===== src/rtl/sram_bus_arbiter.sv =====
// sram_bus_arbiter: shares one 32-bit async SRAM between instruction fetch and the MEM stage.
// Latency: grant to ready is 2+READ_WAIT cycles for reads, 3+WE_PULSE cycles for writes.
// Backpressure: a waiting requester raises stallreq_* until its one-cycle ready pulse.
// Optional: define ARB_IFETCH_BUF_EN to add a one-entry fetch buffer that bypasses the SRAM.
module sram_bus_arbiter #(
  parameter int ADDR_W    = 20,
  parameter int READ_WAIT = 1,
  parameter int WE_PULSE  = 1
) (
  input  logic              clk,
  input  logic              rst,
  input  logic              flush,
  input  logic              if_req,
  input  logic [31:0]       if_addr,
  output logic [31:0]       if_rdata,
  output logic              if_ready,
  input  logic              mem_req,
  input  logic              mem_we,
  input  logic [31:0]       mem_addr,
  input  logic [31:0]       mem_wdata,
  input  logic [3:0]        mem_sel,
  output logic [31:0]       mem_rdata,
  output logic              mem_ready,
  output logic              stallreq_if,
  output logic              stallreq_mem,
  output logic [ADDR_W-1:0] sram_addr,
  output logic [31:0]       sram_dq_o,
  input  logic [31:0]       sram_dq_i,
  output logic              sram_dq_oe,
  output logic              sram_ce_n,
  output logic              sram_oe_n,
  output logic              sram_we_n,
  output logic [3:0]        sram_be_n
);

  typedef enum logic [2:0] {IDLE, RD, WR_SETUP, WR_PULSE, WR_HOLD, DONE} state_t;

  state_t              state_q;
  logic [2:0]          cnt_q;
  logic                gnt_mem_q;   // 1 = MEM owns the current transaction
  logic [ADDR_W-1:0]   sram_addr_q;
  logic [31:0]         sram_dq_o_q;
  logic                sram_dq_oe_q;
  logic                sram_ce_n_q;
  logic                sram_oe_n_q;
  logic                sram_we_n_q;
  logic [3:0]          sram_be_n_q;
  logic [31:0]         if_rdata_q;
  logic [31:0]         mem_rdata_q;
  logic                if_ready_q;
  logic                mem_ready_q;

  logic [ADDR_W-1:0]   if_waddr;
  logic [ADDR_W-1:0]   mem_waddr;
  logic                unused_addr_bits;

  // Byte address bits [1:0] and the bits above the SRAM window are don't-care.
  assign if_waddr         = if_addr[ADDR_W+1:2];
  assign mem_waddr        = mem_addr[ADDR_W+1:2];
  assign unused_addr_bits = ^{if_addr[31:ADDR_W+2], if_addr[1:0],
                              mem_addr[31:ADDR_W+2], mem_addr[1:0]};

`ifdef ARB_IFETCH_BUF_EN
  logic              buf_vld_q;
  logic [ADDR_W-1:0] buf_addr_q;
  logic [31:0]       buf_dat_q;
  logic              buf_hit;
  assign buf_hit = buf_vld_q && (buf_addr_q == if_waddr);
`endif

  assign stallreq_if  = if_req  && !if_ready_q;
  assign stallreq_mem = mem_req && !mem_ready_q;

  assign if_rdata   = if_rdata_q;
  assign if_ready   = if_ready_q;
  assign mem_rdata  = mem_rdata_q;
  assign mem_ready  = mem_ready_q;
  assign sram_addr  = sram_addr_q;
  assign sram_dq_o  = sram_dq_o_q;
  assign sram_dq_oe = sram_dq_oe_q;
  assign sram_ce_n  = sram_ce_n_q;
  assign sram_oe_n  = sram_oe_n_q;
  assign sram_we_n  = sram_we_n_q;
  assign sram_be_n  = sram_be_n_q;

  // Arbitration FSM with registered SRAM strobes, read capture and ready pulses.
  always_ff @(posedge clk) begin
    if (rst) begin
      state_q      <= IDLE;
      cnt_q        <= '0;
      gnt_mem_q    <= 1'b0;
      sram_addr_q  <= '0;
      sram_dq_o_q  <= '0;
      sram_dq_oe_q <= 1'b0;
      sram_ce_n_q  <= 1'b1;
      sram_oe_n_q  <= 1'b1;
      sram_we_n_q  <= 1'b1;
      sram_be_n_q  <= 4'hF;
      if_rdata_q   <= '0;
      mem_rdata_q  <= '0;
      if_ready_q   <= 1'b0;
      mem_ready_q  <= 1'b0;
`ifdef ARB_IFETCH_BUF_EN
      buf_vld_q    <= 1'b0;
      buf_addr_q   <= '0;
      buf_dat_q    <= '0;
`endif
    end else begin
      if_ready_q  <= 1'b0;
      mem_ready_q <= 1'b0;
`ifdef ARB_IFETCH_BUF_EN
      if (flush) buf_vld_q <= 1'b0;
`endif
      case (state_q)
        IDLE: begin
          // MEM wins ties: it belongs to the older instruction.
          if (!flush) begin
            if (mem_req) begin
              gnt_mem_q   <= 1'b1;
              sram_addr_q <= mem_waddr;
              sram_be_n_q <= ~mem_sel;
              sram_ce_n_q <= 1'b0;
              cnt_q       <= '0;
              if (mem_we) begin
                state_q      <= WR_SETUP;
                sram_dq_o_q  <= mem_wdata;
                sram_dq_oe_q <= 1'b1;
              end else begin
                state_q     <= RD;
                sram_oe_n_q <= 1'b0;
              end
            end else if (if_req) begin
              gnt_mem_q <= 1'b0;
`ifdef ARB_IFETCH_BUF_EN
              if (buf_hit) begin
                state_q    <= DONE;
                if_ready_q <= 1'b1;
                if_rdata_q <= buf_dat_q;
              end else
`endif
              begin
                state_q     <= RD;
                sram_addr_q <= if_waddr;
                sram_be_n_q <= 4'h0;
                sram_ce_n_q <= 1'b0;
                sram_oe_n_q <= 1'b0;
                cnt_q       <= '0;
              end
            end
          end
        end
        RD: begin
          if (flush) begin
            state_q     <= IDLE;
            sram_ce_n_q <= 1'b1;
            sram_oe_n_q <= 1'b1;
            sram_be_n_q <= 4'hF;
          end else if (cnt_q == 3'(READ_WAIT)) begin
            state_q     <= DONE;
            sram_ce_n_q <= 1'b1;
            sram_oe_n_q <= 1'b1;
            sram_be_n_q <= 4'hF;
            if (gnt_mem_q) begin
              mem_rdata_q <= sram_dq_i;
              mem_ready_q <= 1'b1;
            end else begin
              if_rdata_q <= sram_dq_i;
              if_ready_q <= 1'b1;
`ifdef ARB_IFETCH_BUF_EN
              buf_vld_q  <= 1'b1;
              buf_addr_q <= sram_addr_q;
              buf_dat_q  <= sram_dq_i;
`endif
            end
          end else begin
            cnt_q <= cnt_q + 3'd1;
          end
        end
        WR_SETUP: begin
          state_q     <= WR_PULSE;
          sram_we_n_q <= 1'b0;
          cnt_q       <= '0;
        end
        WR_PULSE: begin
          // Writes are never abandoned once started; flush is ignored here.
          if (cnt_q == 3'(WE_PULSE - 1)) begin
            state_q     <= WR_HOLD;
            sram_we_n_q <= 1'b1;
          end else begin
            cnt_q <= cnt_q + 3'd1;
          end
        end
        WR_HOLD: begin
          state_q      <= DONE;
          sram_ce_n_q  <= 1'b1;
          sram_dq_oe_q <= 1'b0;
          sram_be_n_q  <= 4'hF;
          mem_ready_q  <= 1'b1;
`ifdef ARB_IFETCH_BUF_EN
          if (buf_addr_q == sram_addr_q) buf_vld_q <= 1'b0;
`endif
        end
        DONE: state_q <= IDLE;
        default: state_q <= IDLE;
      endcase
    end
  end

endmodule


===== config.mk =====
export PLATFORM = sky130hd
export DESIGN_NAME = sram_bus_arbiter
export DESIGN_NICKNAME = d
export VERILOG_FILES = /design/src/rtl/sram_bus_arbiter.sv
export SDC_FILE = /design/constraint.sdc
export NUM_CORES = 1
export LEC_CHECK = 0
export BUFFER_PORTS_ARGS = -buffer_cell sky130_fd_sc_hd__buf_2
export CORE_MARGIN = 10
export CORE_UTILIZATION = 25
export DETAILED_ROUTE_END_ITERATION = 16
export PLACE_DENSITY = 0.5
export SYNTH_ARGS = -nofsm -noshare
export SYNTH_HDL_FRONTEND = slang
export SYNTH_SLANG_ARGS = --single-unit

===== constraint.sdc =====
create_clock -name clk -period 1.9 [get_ports clk]
set_input_delay 0.38 -clock clk [delete_from_list [all_inputs] [get_ports clk]]
set_output_delay 0.38 -clock clk [all_outputs]
set_load 0.05 [all_outputs]

==> summary.md <==
| Metric | Value |
|---|---|
| CP Class | `flop to flop` |
| DRC | `0` |
| Crit end category | `flop` |
| Die height | `163 um` |
| Starting DRT DRC Count | `328` |
| Max-cap viol count | `0` |
| Post-Route WL | `17500 um` |
| Fin Hold WS | `205 ps` |
| Total grt overflow | `0` |
| Proportion of layout cells with a drive suffix above 1 | `35.4%` |
| GPL Wtd Cong | `0.803` |
| Status | `complete, no violations` |
| DR vias | `4959` |
| Fmax | `562 MHz` |
| Pre-antenna DRT Iters | `4` |
| Largest area contributor in the netlist | `dfxtp_1` |
| Synth Cell Area | `5080 um2` |
| P_sw | `0.00221 W` |
| R2R cell count | `6` |
| Clk root buf | `clkbuf_16` |
| Maximum vdd drop | `0.000498 V` |
| Port buffer count | `241` |
| Commonest non-fill, non-tap cells in the layout | `buf_2, nand2_1, dfxtp_1` |
| Worst clock skew | `7.19 ps` |
| Clk buf depth | `2` |
| #FFs+latches synth | `133` |
| R2r setup slk | `120 ps` |
| Initial antenna violation count | `1` |
| Clk_lat worst skew | `410 ps` |
| Register area share after synthesis | `52.4%` |
| Vias in the first global route | `4982` |
| Core outline area | `20100 um2` |
| Starting density of the core | `25.3%` |
| Crit path required time | `2240 ps` |
| Die footprint | `26400 um2` |
| Cts bufs inserted | `17` |
| Hold buffers post-CTS | `0` |
| Worst Hold Depth | `3` |
| Largest cells by area after synthesis | `dfxtp_1, nand2_1, a21oi_1` |
| Largest net degree at the start of global routing | `105` |
| Total power | `0.00793 W` |
| Die Wd | `163 um` |
| Critical R2R Launch | `cnt_q[1]` |
| Yosys warns | `0` |
| Htree depth | `4` |
| R2r endpoint | `sram_be_n[2]` |
| Area Overhead vs Synth | `45.7%` |
| Io pins | `266` |
| Site Rows | `52` |
| CTS tree | `done` |
| Via density | `4.34` |
| Crit path max fanout | `8` |
| Worst Hold Launch | `mem_wdata[25]` |
| Hold Path Class | `primary input to flop` |
| Least-Margin Pin Slew | `491 ps` |
| Synth Instances | `619` |
| All-Layer GR Usage | `12.7%` |
| Leak | `3.28 nW` |
| CTS clk-pin slew, worst paths | `60 ps` |
| Logic pwr share | `17.7%` |
| Final-report hold violation count | `0` |
| First-pass GRT wire length | `26800 um` |
| CTS sink cnt | `133` |
| Pwr/cell area | `1070 nW/um2` |
| Min-Delay Endpoint | `sram_dq_o[25]` |
| CP startpoint kind | `flop` |
| Final core occ | `36.8%` |
| Syn avg cell area | `8.21 um2` |
| Most common cell after layout, fill and taps aside | `buf_2` |
| Final ANT Viol Nets | `0` |
| Hpwl dp | `12600 um` |
| Finish-stage setup viols | `0` |
| Net Count, Synth | `760` |
| Internal Power | `0.00571 W` |
| Number of distinct library cells after synthesis | `41` |
| Final Critical Period | `1780 ps` |
| Rel. slew slack | `67.3%` |
| NumNets Final | `1001` |
| Data arrival time of the worst path | `2120 ps` |
| Clock power frac | `44.4%` |
| Final period util | `93.7%` |
| Final slew viol count | `0` |
| Sw frac | `27.9%` |
| Setup Fix Bufs, Post-CTS | `0` |
| WL/cell | `15.3 um` |
| Post-synth top area share | `52.4%` |
| RSZ-0062 raised after global routing | `no` |
| Reg power frac | `38.0%` |
==> through the flow <==
stage | setup TNS [ps] | cell area [um2] | std cells | setup slack, ps
2_1_floorplan | 0 | 5090 | 619 | 135
3_3_place_gp | 0 | 6760 | 1111 | 4.73
3_5_place_dp | -0.0809 | 6760 | 1111 | -0.0809
4_1_cts | 0 | 7390 | 1141 | 52.3
5_1_grt | 0 | 7410 | 1142 | 10.6
6_report | 0 | 7410 | 1142 | 119
==> cells in the mapped netlist, drive strengths merged <==
master,n
o21ai,9
o311ai,2
buf,20
or4,1
nand3,3
a211oi,20
nor2b,4
clkbuf,27
o41ai,3
inv,4
o21a,1
or4b,5
o211a,2
or3,1
o31ai,1
a21o,1
ha,3
nand2,200
mux2i,21
or2,1
a21oi,102
nand4,4
nor4,2
a22o,1
nor4b,1
clkinv,1
and3,1
and2,2
nand3b,1
dfxtp,133
o21bai,3
nand2b,3
nor2,31
nand4b,1
nor3,4
==> cells by family after synthesis <==
group	Yosys count	synth area share (%)
buf+inv	52	4.65
fa+ha+maj	3	0.739
compound gates	145	16.2
flops	133	52.4
mux	21	4.14
simple gates	265	21.9
==> final cells by class <==
cell class,count,area (um2)
Timing Repair Buffer,269,1530
Multi-Input combinational cell,434,2220
Clock inverter,8,148
Sequential cell,133,2660
Inverter,5,18.8
Clock buffer,22,484
Antenna cell,1,2.50
Fill cell,2108,12700
Tap cell,270,338
==> worst max-delay path, cell delays in order (launching register included) <==
cell      delay [ps]
dfxtp_1          320
inv_1             90
ha_1             160
nand2b_1         100
a22o_4           300
or4b_2           630
nand4_1          110
==> sequential cells by signal, summed over array words and instances (netlist names) <==
| register | flops |
|---|---|
| state_q | 3 |
| sram_oe_n | 1 |
| gnt_mem_q | 1 |
| cnt_q | 3 |
| sram_dq_oe | 1 |
| if_ready | 1 |
| sram_we_n | 1 |
| sram_be_n | 4 |
| mem_ready | 1 |
| sram_ce_n | 1 |
| mem_rdata | 32 |
| if_rdata | 32 |
| sram_addr | 20 |
| sram_dq_o | 32 |
==> worst max-delay path by stage <==
stage / start / to / slack, ps / cells after the start
6_report: cnt_q[1] / sram_be_n[2] / 120 / 6
5_1_grt: cnt_q[1] / sram_be_n[1] / 10 / 6
4_1_cts: cnt_q[1] / sram_be_n[2] / 50 / 6
3_5_place_dp: flush / if_rdata[3] / -0.08 / 6
3_3_place_gp: flush / if_rdata[23] / 5 / 6
2_1_floorplan: mem_req / stallreq_mem / 130 / 3
==> routing by layer <==
metal  share of wire, %  up-vias  track usage [%]
met5                  0        -                0
met4                1.2        0             4.18
met3                9.3       13             5.81
met2                 45      175             20.0
met1                 45     2204             15.1
li1                   -     2567                -
==> repair_timing <==
action,CTS,global route
setup endpoints to repair,0,6
hold endpoints to repair,0,0
resized for setup,0,3
==> power by group through the flow <==
| stage | combinational [W] | clock, W | sequential [W] |
|---|---|---|---|
| 6_report | 0.00140 | 0.00352 | 0.00301 |
| 5_1_grt | 0.00153 | 0.00375 | 0.00302 |
| 4_1_cts | 0.00141 | 0.00364 | 0.00301 |
| 3_5_place_dp | 0.00141 | 0 | 0.00307 |
| 3_3_place_gp | 0.00141 | 0 | 0.00307 |
| 2_1_floorplan | 0.000468 | 0 | 0.00352 |
Note: power is estimated with default switching activity, not from simulation.
